**src/rtl/axi_i2c_pkg.sv**
```systemverilog
// Shared types and constants for the AXI-to-I2C transaction scheduler.
// Bus widths come from the ADDR_WIDTH/DATA_WIDTH/RDATA_WIDTH/RESPONSE_WIDTH macros, defaulted here if absent.
`ifndef ADDR_WIDTH
`define ADDR_WIDTH 32
`endif
`ifndef DATA_WIDTH
`define DATA_WIDTH 32
`endif
`ifndef RDATA_WIDTH
`define RDATA_WIDTH 32
`endif
`ifndef RESPONSE_WIDTH
`define RESPONSE_WIDTH 2
`endif

package axi_i2c_pkg;

  localparam int ADDR_W  = `ADDR_WIDTH;
  localparam int DATA_W  = `DATA_WIDTH;
  localparam int RDATA_W = `RDATA_WIDTH;
  localparam int RESP_W  = `RESPONSE_WIDTH;

  typedef enum logic [1:0] {
    ST_IDLE  = 2'd0,
    ST_ISSUE = 2'd1,
    ST_WAIT  = 2'd2,
    ST_RESP  = 2'd3
  } state_e;

  localparam logic [RESP_W-1:0] RESP_OKAY   = RESP_W'(2'b00);
  localparam logic [RESP_W-1:0] RESP_SLVERR = RESP_W'(2'b10);

  // Address map: ADDR[14:8] is the I2C device, ADDR[7:0] the register.
  localparam int DEV_MSB   = 14;
  localparam int DEV_LSB   = 8;
  localparam int REG_MSB   = 7;
  localparam int REG_LSB   = 0;
  localparam int WBYTE_MSB = 7;

endpackage

```
**src/rtl/axi_i2c_req_capture.sv**
```systemverilog
// Hold registers for the AW, W and AR channels. Each channel is ready while its
// hold flag is clear and latches independently; the scheduler clears flags on response.
module axi_i2c_req_capture
  import axi_i2c_pkg::*;
(
  input  logic                clk_i,
  input  logic                rst_ni,
  input  logic                aw_valid_i,
  input  logic [ADDR_W-1:0]   aw_addr_i,
  output logic                aw_ready_o,
  input  logic                w_valid_i,
  input  logic [DATA_W-1:0]   w_data_i,
  output logic                w_ready_o,
  input  logic                ar_valid_i,
  input  logic [ADDR_W-1:0]   ar_addr_i,
  output logic                ar_ready_o,
  input  logic                clr_wr_i,
  input  logic                clr_rd_i,
  output logic                aw_held_o,
  output logic                w_held_o,
  output logic                ar_held_o,
  output logic [DEV_MSB:0]    aw_addr_o,
  output logic [WBYTE_MSB:0]  w_byte_o,
  output logic [DEV_MSB:0]    ar_addr_o
);

  logic               aw_held_q, w_held_q, ar_held_q;
  logic [DEV_MSB:0]   aw_addr_q, ar_addr_q;
  logic [WBYTE_MSB:0] w_byte_q;

  // Only the low address/data bits carry meaning; the rest are dropped on capture.
  logic unused_hi_bits;
  assign unused_hi_bits = ^{aw_addr_i, w_data_i, ar_addr_i};

  assign aw_ready_o = !aw_held_q;
  assign w_ready_o  = !w_held_q;
  assign ar_ready_o = !ar_held_q;

  always_ff @(posedge clk_i or negedge rst_ni) begin
    if (!rst_ni) begin
      aw_held_q <= 1'b0;
      w_held_q  <= 1'b0;
      ar_held_q <= 1'b0;
      aw_addr_q <= '0;
      w_byte_q  <= '0;
      ar_addr_q <= '0;
    end else begin
      if (aw_valid_i && !aw_held_q) begin
        aw_held_q <= 1'b1;
        aw_addr_q <= aw_addr_i[DEV_MSB:0];
      end else if (clr_wr_i) begin
        aw_held_q <= 1'b0;
      end
      if (w_valid_i && !w_held_q) begin
        w_held_q <= 1'b1;
        w_byte_q <= w_data_i[WBYTE_MSB:0];
      end else if (clr_wr_i) begin
        w_held_q <= 1'b0;
      end
      if (ar_valid_i && !ar_held_q) begin
        ar_held_q <= 1'b1;
        ar_addr_q <= ar_addr_i[DEV_MSB:0];
      end else if (clr_rd_i) begin
        ar_held_q <= 1'b0;
      end
    end
  end

  assign aw_held_o = aw_held_q;
  assign w_held_o  = w_held_q;
  assign ar_held_o = ar_held_q;
  assign aw_addr_o = aw_addr_q;
  assign w_byte_o  = w_byte_q;
  assign ar_addr_o = ar_addr_q;

endmodule

```
**src/rtl/axi_i2c_txn_sched.sv**
```systemverilog
// AXI4-Lite front end and round-robin scheduler issuing one I2C register command at a time.
// Define I2C_TIMEOUT_EN to add the engine completion timeout with cmd_abort.
module axi_i2c_txn_sched
  import axi_i2c_pkg::*;
#(
  parameter int TIMEOUT_CYCLES = 100000
) (
  input  logic               ACLK,
  input  logic               ARESETn,
  input  logic               AWVALID,
  output logic               AWREADY,
  input  logic [ADDR_W-1:0]  AWADDR,
  input  logic               WVALID,
  output logic               WREADY,
  input  logic [DATA_W-1:0]  WDATA,
  output logic               BVALID,
  input  logic               BREADY,
  output logic [RESP_W-1:0]  BRESP,
  input  logic               ARVALID,
  output logic               ARREADY,
  input  logic [ADDR_W-1:0]  ARADDR,
  output logic               RVALID,
  input  logic               RREADY,
  output logic [RDATA_W-1:0] RDATA,
  output logic [RESP_W-1:0]  RRESP,
  output logic               cmd_valid,
  input  logic               cmd_ready,
  output logic               cmd_rw,
  output logic [6:0]         cmd_dev,
  output logic [7:0]         cmd_reg,
  output logic [7:0]         cmd_wdata,
  output logic               cmd_abort,
  input  logic               eng_done,
  input  logic               eng_nack,
  input  logic [7:0]         eng_rdata,
  output logic [1:0]         dbg_state_o
);

  // Handshakes: a transfer happens on a rising edge where valid and ready are both
  // high; valid, once raised, holds with stable payload until that edge, and no
  // valid output is derived combinationally from its ready.

  logic               aw_held, w_held, ar_held;
  logic [DEV_MSB:0]   aw_addr, ar_addr;
  logic [WBYTE_MSB:0] w_byte;
  logic               wr_elig, rd_elig, resp_hs, clr_wr, clr_rd;
  logic               to_hit, expire;

  state_e              state_q, state_d;
  logic                prio_q, prio_d;
  logic                cmd_rw_q, cmd_rw_d;
  logic [6:0]          cmd_dev_q, cmd_dev_d;
  logic [7:0]          cmd_reg_q, cmd_reg_d;
  logic [7:0]          cmd_wdata_q, cmd_wdata_d;
  logic [RESP_W-1:0]   bresp_q, bresp_d, rresp_q, rresp_d;
  logic [RDATA_W-1:0]  rdata_q, rdata_d;

  axi_i2c_req_capture u_capture (
    .clk_i      (ACLK),
    .rst_ni     (ARESETn),
    .aw_valid_i (AWVALID),
    .aw_addr_i  (AWADDR),
    .aw_ready_o (AWREADY),
    .w_valid_i  (WVALID),
    .w_data_i   (WDATA),
    .w_ready_o  (WREADY),
    .ar_valid_i (ARVALID),
    .ar_addr_i  (ARADDR),
    .ar_ready_o (ARREADY),
    .clr_wr_i   (clr_wr),
    .clr_rd_i   (clr_rd),
    .aw_held_o  (aw_held),
    .w_held_o   (w_held),
    .ar_held_o  (ar_held),
    .aw_addr_o  (aw_addr),
    .w_byte_o   (w_byte),
    .ar_addr_o  (ar_addr)
  );

  assign wr_elig = aw_held && w_held;
  assign rd_elig = ar_held;
  assign resp_hs = (state_q == ST_RESP) && (cmd_rw_q ? RREADY : BREADY);
  assign clr_wr  = resp_hs && !cmd_rw_q;
  assign clr_rd  = resp_hs && cmd_rw_q;
  // A completion landing in the same cycle as the timeout wins.
  assign expire  = to_hit && ((state_q == ST_ISSUE) || (state_q == ST_WAIT && !eng_done));

  always_comb begin
    state_d     = state_q;
    prio_d      = prio_q;
    cmd_rw_d    = cmd_rw_q;
    cmd_dev_d   = cmd_dev_q;
    cmd_reg_d   = cmd_reg_q;
    cmd_wdata_d = cmd_wdata_q;
    bresp_d     = bresp_q;
    rresp_d     = rresp_q;
    rdata_d     = rdata_q;
    case (state_q)
      ST_IDLE: begin
        if (wr_elig && (!rd_elig || !prio_q)) begin
          state_d     = ST_ISSUE;
          cmd_rw_d    = 1'b0;
          cmd_dev_d   = aw_addr[DEV_MSB:DEV_LSB];
          cmd_reg_d   = aw_addr[REG_MSB:REG_LSB];
          cmd_wdata_d = w_byte;
        end else if (rd_elig) begin
          state_d     = ST_ISSUE;
          cmd_rw_d    = 1'b1;
          cmd_dev_d   = ar_addr[DEV_MSB:DEV_LSB];
          cmd_reg_d   = ar_addr[REG_MSB:REG_LSB];
          cmd_wdata_d = '0;
        end
      end
      ST_ISSUE: begin
        if (cmd_ready) state_d = ST_WAIT;
      end
      ST_WAIT: begin
        if (eng_done) begin
          state_d = ST_RESP;
          if (cmd_rw_q) begin
            rresp_d = eng_nack ? RESP_SLVERR : RESP_OKAY;
            rdata_d = RDATA_W'(eng_rdata);
          end else begin
            bresp_d = eng_nack ? RESP_SLVERR : RESP_OKAY;
          end
        end
      end
      ST_RESP: begin
        if (resp_hs) begin
          state_d = ST_IDLE;
          prio_d  = ~prio_q;
        end
      end
      default: state_d = ST_IDLE;
    endcase
    if (expire) begin
      state_d = ST_RESP;
      if (cmd_rw_q) begin
        rresp_d = RESP_SLVERR;
        rdata_d = '0;
      end else begin
        bresp_d = RESP_SLVERR;
      end
    end
  end

  always_ff @(posedge ACLK or negedge ARESETn) begin
    if (!ARESETn) begin
      state_q     <= ST_IDLE;
      prio_q      <= 1'b0;
      cmd_rw_q    <= 1'b0;
      cmd_dev_q   <= '0;
      cmd_reg_q   <= '0;
      cmd_wdata_q <= '0;
      bresp_q     <= RESP_OKAY;
      rresp_q     <= RESP_OKAY;
      rdata_q     <= '0;
    end else begin
      state_q     <= state_d;
      prio_q      <= prio_d;
      cmd_rw_q    <= cmd_rw_d;
      cmd_dev_q   <= cmd_dev_d;
      cmd_reg_q   <= cmd_reg_d;
      cmd_wdata_q <= cmd_wdata_d;
      bresp_q     <= bresp_d;
      rresp_q     <= rresp_d;
      rdata_q     <= rdata_d;
    end
  end

`ifdef I2C_TIMEOUT_EN
  localparam int CNT_W = (TIMEOUT_CYCLES > 2) ? $clog2(TIMEOUT_CYCLES) : 1;

  logic [CNT_W-1:0] cnt_q, cnt_d;
  logic             abort_q;

  assign to_hit = (cnt_q == CNT_W'(TIMEOUT_CYCLES - 1));

  // Held at zero in IDLE so it always starts fresh on entering ISSUE.
  always_comb begin
    cnt_d = cnt_q;
    if (state_q == ST_IDLE) begin
      cnt_d = '0;
    end else if (state_q == ST_ISSUE || state_q == ST_WAIT) begin
      cnt_d = cnt_q + CNT_W'(1);
    end
  end

  always_ff @(posedge ACLK or negedge ARESETn) begin
    if (!ARESETn) begin
      cnt_q   <= '0;
      abort_q <= 1'b0;
    end else begin
      cnt_q   <= cnt_d;
      abort_q <= expire;
    end
  end

  assign cmd_abort = abort_q;
`else
  logic unused_timeout_cfg;
  assign unused_timeout_cfg = (TIMEOUT_CYCLES != 0);
  assign to_hit    = 1'b0;
  assign cmd_abort = 1'b0;
`endif

  assign cmd_valid   = (state_q == ST_ISSUE);
  assign BVALID      = (state_q == ST_RESP) && !cmd_rw_q;
  assign RVALID      = (state_q == ST_RESP) && cmd_rw_q;
  assign BRESP       = bresp_q;
  assign RRESP       = rresp_q;
  assign RDATA       = rdata_q;
  assign cmd_rw      = cmd_rw_q;
  assign cmd_dev     = cmd_dev_q;
  assign cmd_reg     = cmd_reg_q;
  assign cmd_wdata   = cmd_wdata_q;
  assign dbg_state_o = state_q;

endmodule

```
**config.mk**
```make
export PLATFORM = sky130hd
export DESIGN_NAME = axi_i2c_txn_sched
export DESIGN_NICKNAME = d
export VERILOG_FILES = /design/src/rtl/axi_i2c_pkg.sv /design/src/rtl/axi_i2c_req_capture.sv /design/src/rtl/axi_i2c_txn_sched.sv
export SDC_FILE = /design/constraint.sdc
export NUM_CORES = 1
export LEC_CHECK = 0
export BUFFER_PORTS_ARGS = -buffer_cell sky130_fd_sc_hd__buf_4
export CELL_PAD_IN_SITES_DETAIL_PLACEMENT = 0
export CELL_PAD_IN_SITES_GLOBAL_PLACEMENT = 1
export CORE_MARGIN = 1
export CORE_UTILIZATION = 33
export DETAILED_ROUTE_END_ITERATION = 8
export GPL_TIMING_DRIVEN = 0
export PLACE_DENSITY_LB_ADDON = 0.1
export SYNTH_ARGS = -nofsm -noshare
export SYNTH_HDL_FRONTEND = slang
export SYNTH_SLANG_ARGS = --single-unit
export TNS_END_PERCENT = 100
```
**constraint.sdc**
```tcl
create_clock -name ACLK -period 1.66 [get_ports ACLK]
set_input_delay 0.332 -clock ACLK [delete_from_list [all_inputs] [get_ports ACLK]]
set_output_delay 0.332 -clock ACLK [all_outputs]
set_load 0.01 [all_outputs]
```
* After elaboration in Yosys (flattened, before gate mapping)
Cells that the tools add are included.
W data, S select, Z words.
** Storage, ports and cells
- Register bits after elaboration :: 80
- Output and inout bits :: 69
** Cells by class
- Bitwise logic cells :: 2
- Equal/unequal tests :: 7
- Reductions and logical operators :: 26
- Muxes and demuxes :: 21
** Operators by type and width (count)
- $mux W8 :: 4
- $mux W7 :: 2
- $mux W2 :: 6
- $logic_and A1 B1 Y1 :: 10
- $mux W1 :: 8
- $pmux W2 S4 :: 1
- $reduce_bool A2 Y1 :: 4
- $reduce_and A3 Y1 :: 2
- $logic_not A1 Y1 :: 5
- $eq A2 B2 Y1 const B :: 2
- $ne A2 B2 Y1 const B :: 2
- $reduce_and A2 Y1 :: 2
- $reduce_and A4 Y1 :: 1
- $ne A3 B2 Y1 const B :: 1
- $eq A2 B1 Y1 const B :: 1
- $logic_not A2 Y1 :: 1
- $ne A2 B1 Y1 const B :: 1
- $not A1 Y1 :: 2
- $logic_or A1 B1 Y1 :: 1

* Longest topological paths before layout
Gate-level depths: netlist of run 1.
- Depth after elaboration :: 5
- Gate-level depth with buffers :: 7
- Gate-level depth less buffers :: 5

* Modules after synthesis
A second synthesis of run 1 with hierarchy kept.
** Unflattened totals
- Cells, all modules :: 260
- Area total of the unflattened synthesis :: 3487.1 µm²
** By module, submodules not included
- axi_i2c_txn_sched :: times used 1, area each 1859.3 µm², cells each 166, seq. area each 925.9 µm²
- axi_i2c_req_capture :: times used 1, area each 1627.8 µm², cells each 94, seq. area each 1026.0 µm²

* Worst setup path after synthesis of run 1
OpenSTA, ideal clock, no wires.
- Path kind :: reg-to-reg
- Start :: register state_q[1], in the netlist dbg_state_o[1]
- End :: register state_q[1], in the netlist dbg_state_o[1]
- Data arrival time :: 1455 ps
- Library setup time :: 125 ps
- Period minus slack after synthesis :: 1580 ps
- Cell stages (with the launch flop) :: 6
- Slack :: 80 ps
- Path buffers :: 0
- Path through :: dfrtp_1 inv_1 ha_1 a222oi_1 nand2_1 mux2_4
** Between the ends
- Elaborated cells between the ends (all ways) :: 11
- Classes of those cells :: eq/ne: 7; mux: 1; reduce/logical: 3
** RTL lines
- from (decl) :: RTL line axi_i2c_txn_sched.sv:49 : state_e state_q, state_d;
- from (signal assigned) :: RTL line axi_i2c_txn_sched.sv:159 : state_q <= state_d;
- $eq A2 B1 Y1 *
- net cmd_valid :: RTL line axi_i2c_txn_sched.sv:26 : output logic cmd_valid,
- $ne A2 B1 Y1 (no source line)
- $reduce_and A4 Y1 (no source line)
Mark *: on every way through the listed nets, which the timed path passes. The rest lies on a longest branch.
A chain may end at the register's enable or synchronous reset.

* Final worst setup path of run 1
- Start :: register state_q[1], in the netlist dbg_state_o[1]
- End :: output port BVALID
** Between the ends
- Cells in the longest elaborated chain, start to end :: 2
** Ends and longest elaborated chain
- $eq A2 B2 Y1 :: RTL line axi_i2c_txn_sched.sv:208 : assign BVALID = (state_q == ST_RESP) && !cmd_rw_q;
- $logic_and A1 B1 Y1 :: RTL line axi_i2c_txn_sched.sv:208
- to (decl) :: RTL line axi_i2c_txn_sched.sv:16 : output logic BVALID,
No other way between the ends.

==> reports/results.ini, run 1 <==
[worst_setup_path]
crit_arrival_ns = 1.26
cp-start-kind = flop
slowest_stage = dfrtp_2
path_cells = ha_4 > inv_2 > nor2_2 > buf_4
slowest_delay_ns = 0.43
critPathCaptureType = primary output
worstSetupPathType = flop to primary output
worst-endpoint-required_ns = 1.33
cp_max_fo = 5

[cts]
ctsLongestPathBuffers = 2
clock-root-buffer = clkbuf_8
clkTransAtPathRegs_ns = 0.08
htreeDepth = 3
cts_tree = built
clock_latency_ns = 0.35
numCtsBuffers = 9
cts.sinks = 78

[timing]
rsz0062_at_grt = true
setup_viol = 0
skew_ns = 0.0141
hold_violations = 0
period_minus_slack_ns = 1.59
min_period_over_period = 0.959
worstMarginPinSlew_ns = 1.01
slew-limit-headroom = 0.325
drv_slew = 0
timing.fmax_mhz = 628

[global_route]
grtUsageTotal = 0.147
grt.met3_usage = 0.0475
grt_pass1_wl_um = 11600
grt.overflow.total = 0
grtUsageMet1 = 0.183
grt_pass1_vias = 2269
antenna_found_initial = 0
grt_use_met2 = 0.242
grt.busiest_layer = met2
grt_max_degree = 79

[synth]
netlist_area_mm2 = 0.00337
synth_warnings = 0
synth-simple-area-share = 0.0419
syn-instance-count = 258
muxShareOfSynthArea = 0.213
syn_avg_cell_area_um2 = 13.1
yosys.area_share.adder = 0.0148
synth_top_family_by_area = multiplexers
synth_compound_area_frac = 0.0601
synth.yosys.seq_area_share = 0.579
synth-xor-area-share = 0.00260
synth.distinct_cells = 28
synth-seq-cells = 78

[finish]
stdcell_count = 532
area_growth_pct = 37.1
mostFrequentLayoutCell = buf_4
final_util = 0.471
finalNetCount = 512
final_cell_mix = buf_4, dfrtp_1, mux2_2
antenna_cells = 0
regArea_mm2 = 0.00196
layout-drive-gt1-share = 0.546
multiInputGateArea_mm2 = 0.00127
fillers = 971

[power]
power_per_cell_area_mw_per_mm2 = 1770
p_leak_uw = 0.00233
combPwrFrac = 0.429
pwr-share-clk = 0.158
switching_share = 0.345
p_sw_uw = 2820
ir_worst_vdd_v = 0.000818
seq_power_share = 0.413
intPower_uw = 5360

[placement]
hpwlAfterDp_um = 5190
gp_congestion = 0.819
dp.cells = 514
portBuffers = 97

[flow_run]
cap_violations = 0

[drt]
drc = 0
viasPerCell = 4.25
ant_nets = 0
routed-via-count = 2261
post_drt_wl_per_cell_um = 13.8
first_pass_iters = 4
drt-total-wl_um = 7320
first_iter_violations = 24

[floorplanning]
io_pins = 183
die_h_um = 103
die_x_um = 103
die-area_mm2 = 0.0106
core_region_area_mm2 = 0.00982
initial_utilization = 0.343
std_cell_rows = 36

[worst_hold_path]
hp-class = input port to asynchronous set/reset pin

[status]
outcome = finished, final reports clean

## path summary, 6_finish.rpt
check | start | slack (ns) | endpoint | cells after the start
worst max-delay path | dbg_state_o[1] | 0.07 | BVALID | 4
min in group ACLK | AWADDR[2] | 0.21 | u_capture.aw_addr_o[2] | 2
max in group asynchronous | ARESETn | 0.82 | cmd_rw | 1
worst min-delay path | ARESETn | 0.13 | RDATA[2] | 1
worst max register to register | cmd_rw | 0.10 | dbg_state_o[1] | 4
worst min register to register | prio_q | 0.47 | prio_q | 1
## what timing repair did
item                       CTS  global route
pin swaps                    2             2
buffers inserted             2             0
setup endpoints to repair   10            48
hold buffers                 0             0
resized for setup            4            19
## power groups by stage
stage | logic [uW] | clock network, uW | registers, uW
6_report | 3500 | 1300 | 3370
5_1_grt | 3900 | 1420 | 3520
4_1_cts | 3490 | 1360 | 3360
3_5_place_dp | 3440 | 0 | 3400
3_3_place_gp | 3370 | 0 | 3360
2_1_floorplan | 1960 | 0 | 3450
## stage by stage
| stage | setup TNS, ns | hold WS, ns | area [um2] | total power (uW) | setup WS, ns |
|---|---|---|---|---|---|
| after floorplan | 0 | 0.0364 | 3470 | 5420 | 0.0803 |
| after global placement | -0.000976 | 0.463 | 4360 | 6720 | -0.000976 |
| after detailed placement | -0.140 | 0.469 | 4360 | 6830 | -0.0462 |
| after CTS | -0.0230 | 0.194 | 4570 | 8210 | -0.0208 |
| after global routing | -0.0420 | 0.193 | 4620 | 8830 | -0.0160 |
| final | 0 | 0.131 | 4620 | 8170 | 0.0677 |
## layout make-up
class                   count  share of cell area
repair buffers             99               0.161
clock inverters             6             0.00920
multi-input cells         159               0.275
inverters                  10             0.00812
clock buffers              10              0.0298
well taps                 133              0.0360
flip-flops and latches     78               0.423
plain buffers              37              0.0582
## cell usage after synthesis, drive strengths merged
| master | n | area share |
|---|---|---|
| clkbuf | 2 | 0.0022 |
| nor2b | 3 | 0.0056 |
| inv | 10 | 0.011 |
| a21o | 3 | 0.0067 |
| nand2 | 20 | 0.022 |
| a22oi | 1 | 0.0022 |
| dfrtp | 78 | 0.58 |
| conb | 1 | 0.0011 |
| or2 | 1 | 0.0019 |
| a22o | 8 | 0.021 |
| ha | 4 | 0.015 |
| mux2i | 15 | 0.045 |
| xnor2 | 1 | 0.0026 |
| a222oi | 1 | 0.0030 |
| buf | 35 | 0.075 |
| o21ai | 15 | 0.022 |
| a211oi | 1 | 0.0022 |
| a21oi | 2 | 0.0030 |
| nand2b | 1 | 0.0019 |
| and3 | 1 | 0.0019 |
| mux2 | 50 | 0.17 |
| nand3 | 2 | 0.0045 |
| nor2 | 3 | 0.0041 |
## cells by family (layout without fill, tap and decap cells)
| family | after synthesis | after routing |
|---|---|---|
| flops | 78 | 78 |
| simple gates | 31 | 31 |
| fa+ha+maj | 4 | 4 |
| xor+xnor | 1 | 1 |
| compound gates | 31 | 31 |
| other cells | 1 | 27 |
| buf+inv | 47 | 162 |
| mux | 65 | 65 |
## critical path: cells and delay by family, from the launching register on
family                   cells  cell delay, ns
flip-flops                   1            0.43
buffers and inverters        2            0.19
adder cells (fa/ha/maj)      1            0.16
AND/OR/NAND/NOR              1            0.14
## routing by layer
metal,up-vias,routed length [um]
li1,1098,-
met2,72,3470
met1,1084,3240
met3,7,507
met4,0,93
met5,-,0
No activity file was read; power rests on OpenSTA's default activity.
==> inputs of run 2 (changes only) <==
- CORE_UTILIZATION: 33 -> 26
- RECOVER_POWER: unset -> 100
==> run 2 against run 1 <==
Compared with the run above: sequential power about the same; clock-buffer cell count increased by 2; sequential share of layout area about the same; critical endpoint is now dbg_state_o[1]; largest cell class unchanged; worst hold slack improved by 0.090 ns; final cell count increased by 7.3%; clock power increased by 45%; first-iteration DRC count increased to 3.6 times the previous value; power increased by 3.1%.
==> reports/results.ini, run 2 (synthesized netlist as in run 1, its figures left out) <==
[worst_setup_path]
crit_end = dbg_state_o[1]
r2r_start = dbg_state_o[1]
reg2reg_to = dbg_state_o[1]
critPathCaptureType = flop
crit_arrival_ns = 1.82
worst-endpoint-required_ns = 1.87
worstSetupPathType = flop to flop
cp_max_fo = 4
cp-start-kind = flop
rr_worst_depth = 5
rrSetupSlack_ns = 0.05
crit_start = dbg_state_o[1]

[cts]
clkTransAtPathRegs_ns = 0.06
numCtsBuffers = 9
cts_tree = built
htreeDepth = 3
hold_buffers = 0
clock-root-buffer = clkbuf_16
clock_latency_ns = 0.33
cts.sinks = 78
ctsLongestPathBuffers = 2

[drt]
drc = 0
drt-total-wl_um = 7980
routed-via-count = 2318
first_iter_violations = 86
ant_nets = 0
post_drt_wl_per_cell_um = 14.0
viasPerCell = 4.06
first_pass_iters = 4

[global_route]
antenna_found_initial = 0
grt_pass1_vias = 2294
grtUsageTotal = 0.125
grt_pass1_wl_um = 12300
grt.overflow.total = 0
grt_max_degree = 79

[floorplanning]
initial_utilization = 0.267
die_x_um = 116
core_region_area_mm2 = 0.0126
die_h_um = 116
die-area_mm2 = 0.0134
std_cell_rows = 41
io_pins = 183

[finish]
fin_area_mm2 = 0.00461
finalNetCount = 512
mostFrequentLayoutCell = buf_4
final_cell_mix = buf_4, dfrtp_1, mux2_2
area_growth_pct = 36.8
layout-drive-gt1-share = 0.439
antenna_cells = 0

[timing]
worstMarginPinSlew_ns = 1.09
fin_setup_tns_ns = 0
timing.fmax_mhz = 622
period_minus_slack_ns = 1.61
rsz0062_at_grt = true
drv_slew = 0
hold_violations = 0
slew-limit-headroom = 0.274
skew_ns = 0.00988
min_period_over_period = 0.969
setup_viol = 0

[placement]
hpwlAfterDp_um = 5440
portBuffers = 97
gp_congestion = 0.761
placed_cell_area_mm2 = 0.00441

[flow_run]
cap_violations = 0

[power]
power_uw = 8430
ir_worst_vdd_v = 0.000686
power_per_cell_area_mw_per_mm2 = 1830
p_leak_uw = 0.00222

[worst_hold_path]
hp-class = input port to asynchronous set/reset pin

[status]
outcome = finished, final reports clean

run 2: cell types whose count changed in the layout (fill, tap and decap cells not counted), sizes merged:
cell / previous run / this run
clkinv: 2 / 1
inv: 12 / 10
buf: 132 / 90
clkbuf: 14 / 58
clkinvlp: 2 / 3
run 2: final cells by class:
cell class	instances	area, um2
multi-input combinational	159	1250
inverter	10	37.5
clock inverter	4	31.3
sequential	78	1950
buffer	37	269
timing repair buffer	99	601
tap	172	215
fill	1303	8010
clock buffer	12	256
run 2: worst min-delay path by stage:
stage / startpoint / endpoint / slack, ns / depth (start not counted)
2_1_floorplan: ARESETn / BRESP[1] / 0.04 / 0
3_3_place_gp: cmd_dev[6] / cmd_dev[6] / 0.46 / 2
3_5_place_dp: prio_q / prio_q / 0.46 / 1
4_1_cts: AWADDR[2] / u_capture.aw_addr_o[2] / 0.21 / 2
5_1_grt: WDATA[5] / u_capture.w_byte_o[5] / 0.21 / 2
6_report: ARESETn / u_capture.aw_addr_o[8] / 0.22 / 1
run 2: through the flow:
stage | std cells | setup WS [ns] | util | hold slack [ns]
finish | 571 | 0.0511 | 0.366 | 0.220
global route | 571 | -0.0293 | 0.366 | 0.215
CTS | 571 | 0.00683 | 0.374 | 0.214
detailed placement | 553 | -0.108 | 0.350 | 0.463
global placement | 553 | -0.0541 | 0.350 | 0.463
floorplan | 284 | 0.0803 | - | 0.0364
run 2: power by group:
part	switching [uW]	leakage (uW)	internal [uW]	total [uW]
clock	791	0.000131	1100	1890
sequential	540	0.000937	2830	3370
combinational	1570	0.00115	1600	3170
total	2900	0.00222	5530	8430
run 2: per-layer routing:
metal	GRT usage	up-vias	wire length (um)
li1	-	1103	-
met1	0.163	1132	3650
met2	0.197	75	3700
met3	0.0403	8	544
met4	0.0436	0	89
met5	0	-	0
run 2: repair_timing:
item / in CTS / in global routing
gates resized for setup: 3 / 16
hold endpoints to repair: 0 / 0
cloned: 0 / 0
pin swaps: 0 / 3
setup endpoints to repair: 25 / 40
setup buffers: 2 / 0
run 2: critical path, stage by stage, from the launching register on:
cell	delay (ns)
dfrtp_1	0.39
inv_1	0.08
ha_2	0.20
a222oi_1	0.35
nand2_1	0.15
mux2_4	0.31
==> inputs of run 3 (changes only) <==
- SYNTH_HIERARCHICAL: unset -> 1
==> run 3 against run 2 <==
Compared with the run above: power grew 4.4%; flip-flop and latch count is the same; via count shrank 1.8%; first-iteration DRC count shrank 53%; clock-buffer cell count is the same; maximum frequency is essentially flat; largest cell class unchanged; highest routed layer unchanged.
==> reports/results.ini, run 3 <==
[finish]
layout-drive-gt1-share = 0.411
finalNetCount = 520
final_cell_mix = buf_4, dfrtp_1, clkbuf_1
stdcell_count = 578
mostFrequentLayoutCell = buf_4
antenna_cells = 0
area_growth_pct = 36.7

[global_route]
grt_pass1_vias = 2291
grt_max_degree = 79
grtUsageTotal = 0.120
antenna_found_initial = 0
grt_pass1_wl_um = 12500
grt.overflow.total = 0

[worst_setup_path]
path_cells = ha_4 > nor2b_4 > nor2b_1 > a211o_1 > mux2_4
crit_arrival_ns = 1.82
worstSetupPathType = flop to flop
rrSetupSlack_ns = 0.05
slowest_stage = dfrtp_2
crit_buf_inv = 0
critPathCaptureType = flop
cp_max_fo = 5
worst-endpoint-required_ns = 1.87
cp-start-kind = flop
slowest_delay_ns = 0.47
critPathTopFamily = flip-flops

[cts]
htreeDepth = 3
cts.sinks = 78
clock_latency_ns = 0.32
clkTransAtPathRegs_ns = 0.06
hold_buffers = 0
clock-root-buffer = clkbuf_16
numCtsBuffers = 9
ctsLongestPathBuffers = 2
cts_tree = built

[power]
power_per_cell_area_mw_per_mm2 = 1850
ir_worst_vdd_v = 0.000640
power_uw = 8800
combPwrFrac = 0.391
intPower_uw = 5840
pwr-share-clk = 0.224
p_sw_uw = 2960
switching_share = 0.337
p_leak_uw = 0.00231
seq_power_share = 0.385

[synth]
syn-instance-count = 260
dominantRegCellSynth = dfrtp_1
syn_avg_cell_area_um2 = 13.4
synth_edf_count = 0
synth.area.top_cells = dfrtp_1, mux2_2, mux2_4, buf_4, mux2i_1
synth.distinct_cells = 28
netlist_area_mm2 = 0.00349
synth_most_common_cell = dfrtp_1
synth_warnings = 6
synth_top_area_frac = 0.560
synthArstFlopShare = 1.00
synth-seq-cells = 78
synth_area_leader_cell = dfrtp_1
synth.yosys.seq_area_share = 0.560
yosys-top-cells-count = dfrtp_1, mux2_2, buf_4

[timing]
timing.fmax_mhz = 621
period_minus_slack_ns = 1.61
hold_violations = 0
drv_slew = 0
setup_viol = 0
fin_setup_tns_ns = 0
rsz0062_at_grt = false
worstMarginPinSlew_ns = 1.10
slew-limit-headroom = 0.265
min_period_over_period = 0.970
skew_ns = 0.00231

[worst_hold_path]
hp-class = input port to flop

[drt]
ant_nets = 0
post_drt_wl_per_cell_um = 13.7
drc = 0
viasPerCell = 3.94
first_iter_violations = 40
drt-total-wl_um = 7900
routed-via-count = 2276
first_pass_iters = 4

[status]
outcome = finished, final reports clean

[floorplanning]
io_pins = 183
die_h_um = 118
die_x_um = 118
std_cell_rows = 41
core_region_area_mm2 = 0.0128
initial_utilization = 0.272
die-area_mm2 = 0.0139

[flow_run]
cap_violations = 0

[placement]
portBuffers = 97
hpwlAfterDp_um = 5510
gp_congestion = 0.683
dp.cells = 555

==> run 3: power by group through the flow <==
stage | clock network, uW | logic, uW | registers, uW
2_1_floorplan | 0 | 2240 | 3470
3_3_place_gp | 0 | 3740 | 3390
3_5_place_dp | 0 | 3780 | 3410
4_1_cts | 2060 | 3910 | 3410
5_1_grt | 2130 | 3820 | 3530
6_report | 1970 | 3440 | 3390
==> run 3: layout make-up <==
cell class                 instances  area [um2]
inverter                          10        40.0
timing repair buffer             104         642
multi-input combinational        161        1330
buffer                            37         282
tap                              172         215
sequential                        78        1950
clock buffer                      12         256
fill                            1344        8060
clock inverter                     4        45.0
==> run 3: per-stage QoR <==
stage | utilization | instance area [um2] | hold WS, ns | worst slack [ns]
2_1_floorplan | - | 3580 | 0.0364 | 0.00988
3_3_place_gp | 0.353 | 4530 | 0.466 | -0.0517
3_5_place_dp | 0.353 | 4530 | 0.473 | -0.0625
4_1_cts | 0.381 | 4890 | 0.217 | 0.0109
5_1_grt | 0.372 | 4770 | 0.207 | 0.00562
6_report | 0.372 | 4770 | 0.218 | 0.0497
==> run 3: kinds of logic after synthesis <==
| kind of cell | count (synthesis) | share of synthesized area |
|---|---|---|
| adders and majority gates | 5 | 0.0179 |
| DFF | 78 | 0.560 |
| AOI/OAI and AO/OA | 30 | 0.0560 |
| other | 1 | 0.00108 |
| muxes | 66 | 0.228 |
| and+or+nand+nor | 32 | 0.0445 |
| buffers and inverters | 47 | 0.0904 |
| xor gates and xnor gates | 1 | 0.00251 |
==> run 3: metal layers <==
layer | global-route usage | vias up | wire length (um)
met5 | 0 | - | 0
met4 | 0.0433 | 0 | 106
met3 | 0.0407 | 9 | 549
met2 | 0.188 | 89 | 3630
met1 | 0.152 | 1063 | 3620
li1 | - | 1115 | -
==> run 3: repair_timing <==
item / in CTS / in global routing
gates resized for setup: 10 / 16
setup endpoints to repair: 26 / 20
endpoints found under the hold margin: 0 / 0
pin swaps: 1 / 2
buffers inserted: 4 / 3
==> run 3: final timing paths <==
kind,cells after the start,startpoint,end
max reg2reg,5,dbg_state_o[1],dbg_state_o[1]
min,2,ARADDR[6],u_capture/ar_addr_o[6]
min in group asynchronous,1,ARESETn,u_capture/ar_addr_o[3]
max,5,dbg_state_o[1],dbg_state_o[1]
max in group asynchronous,1,ARESETn,dbg_state_o[0]
min reg2reg,2,cmd_dev[3],cmd_dev[3]
==> run 3: worst reg2reg max path: stages, from the launching register on <==
cell and delay (ns):
dfrtp_2 0.47, ha_4 0.20, nor2b_4 0.13, nor2b_1 0.13
a211o_1 0.25, mux2_4 0.31
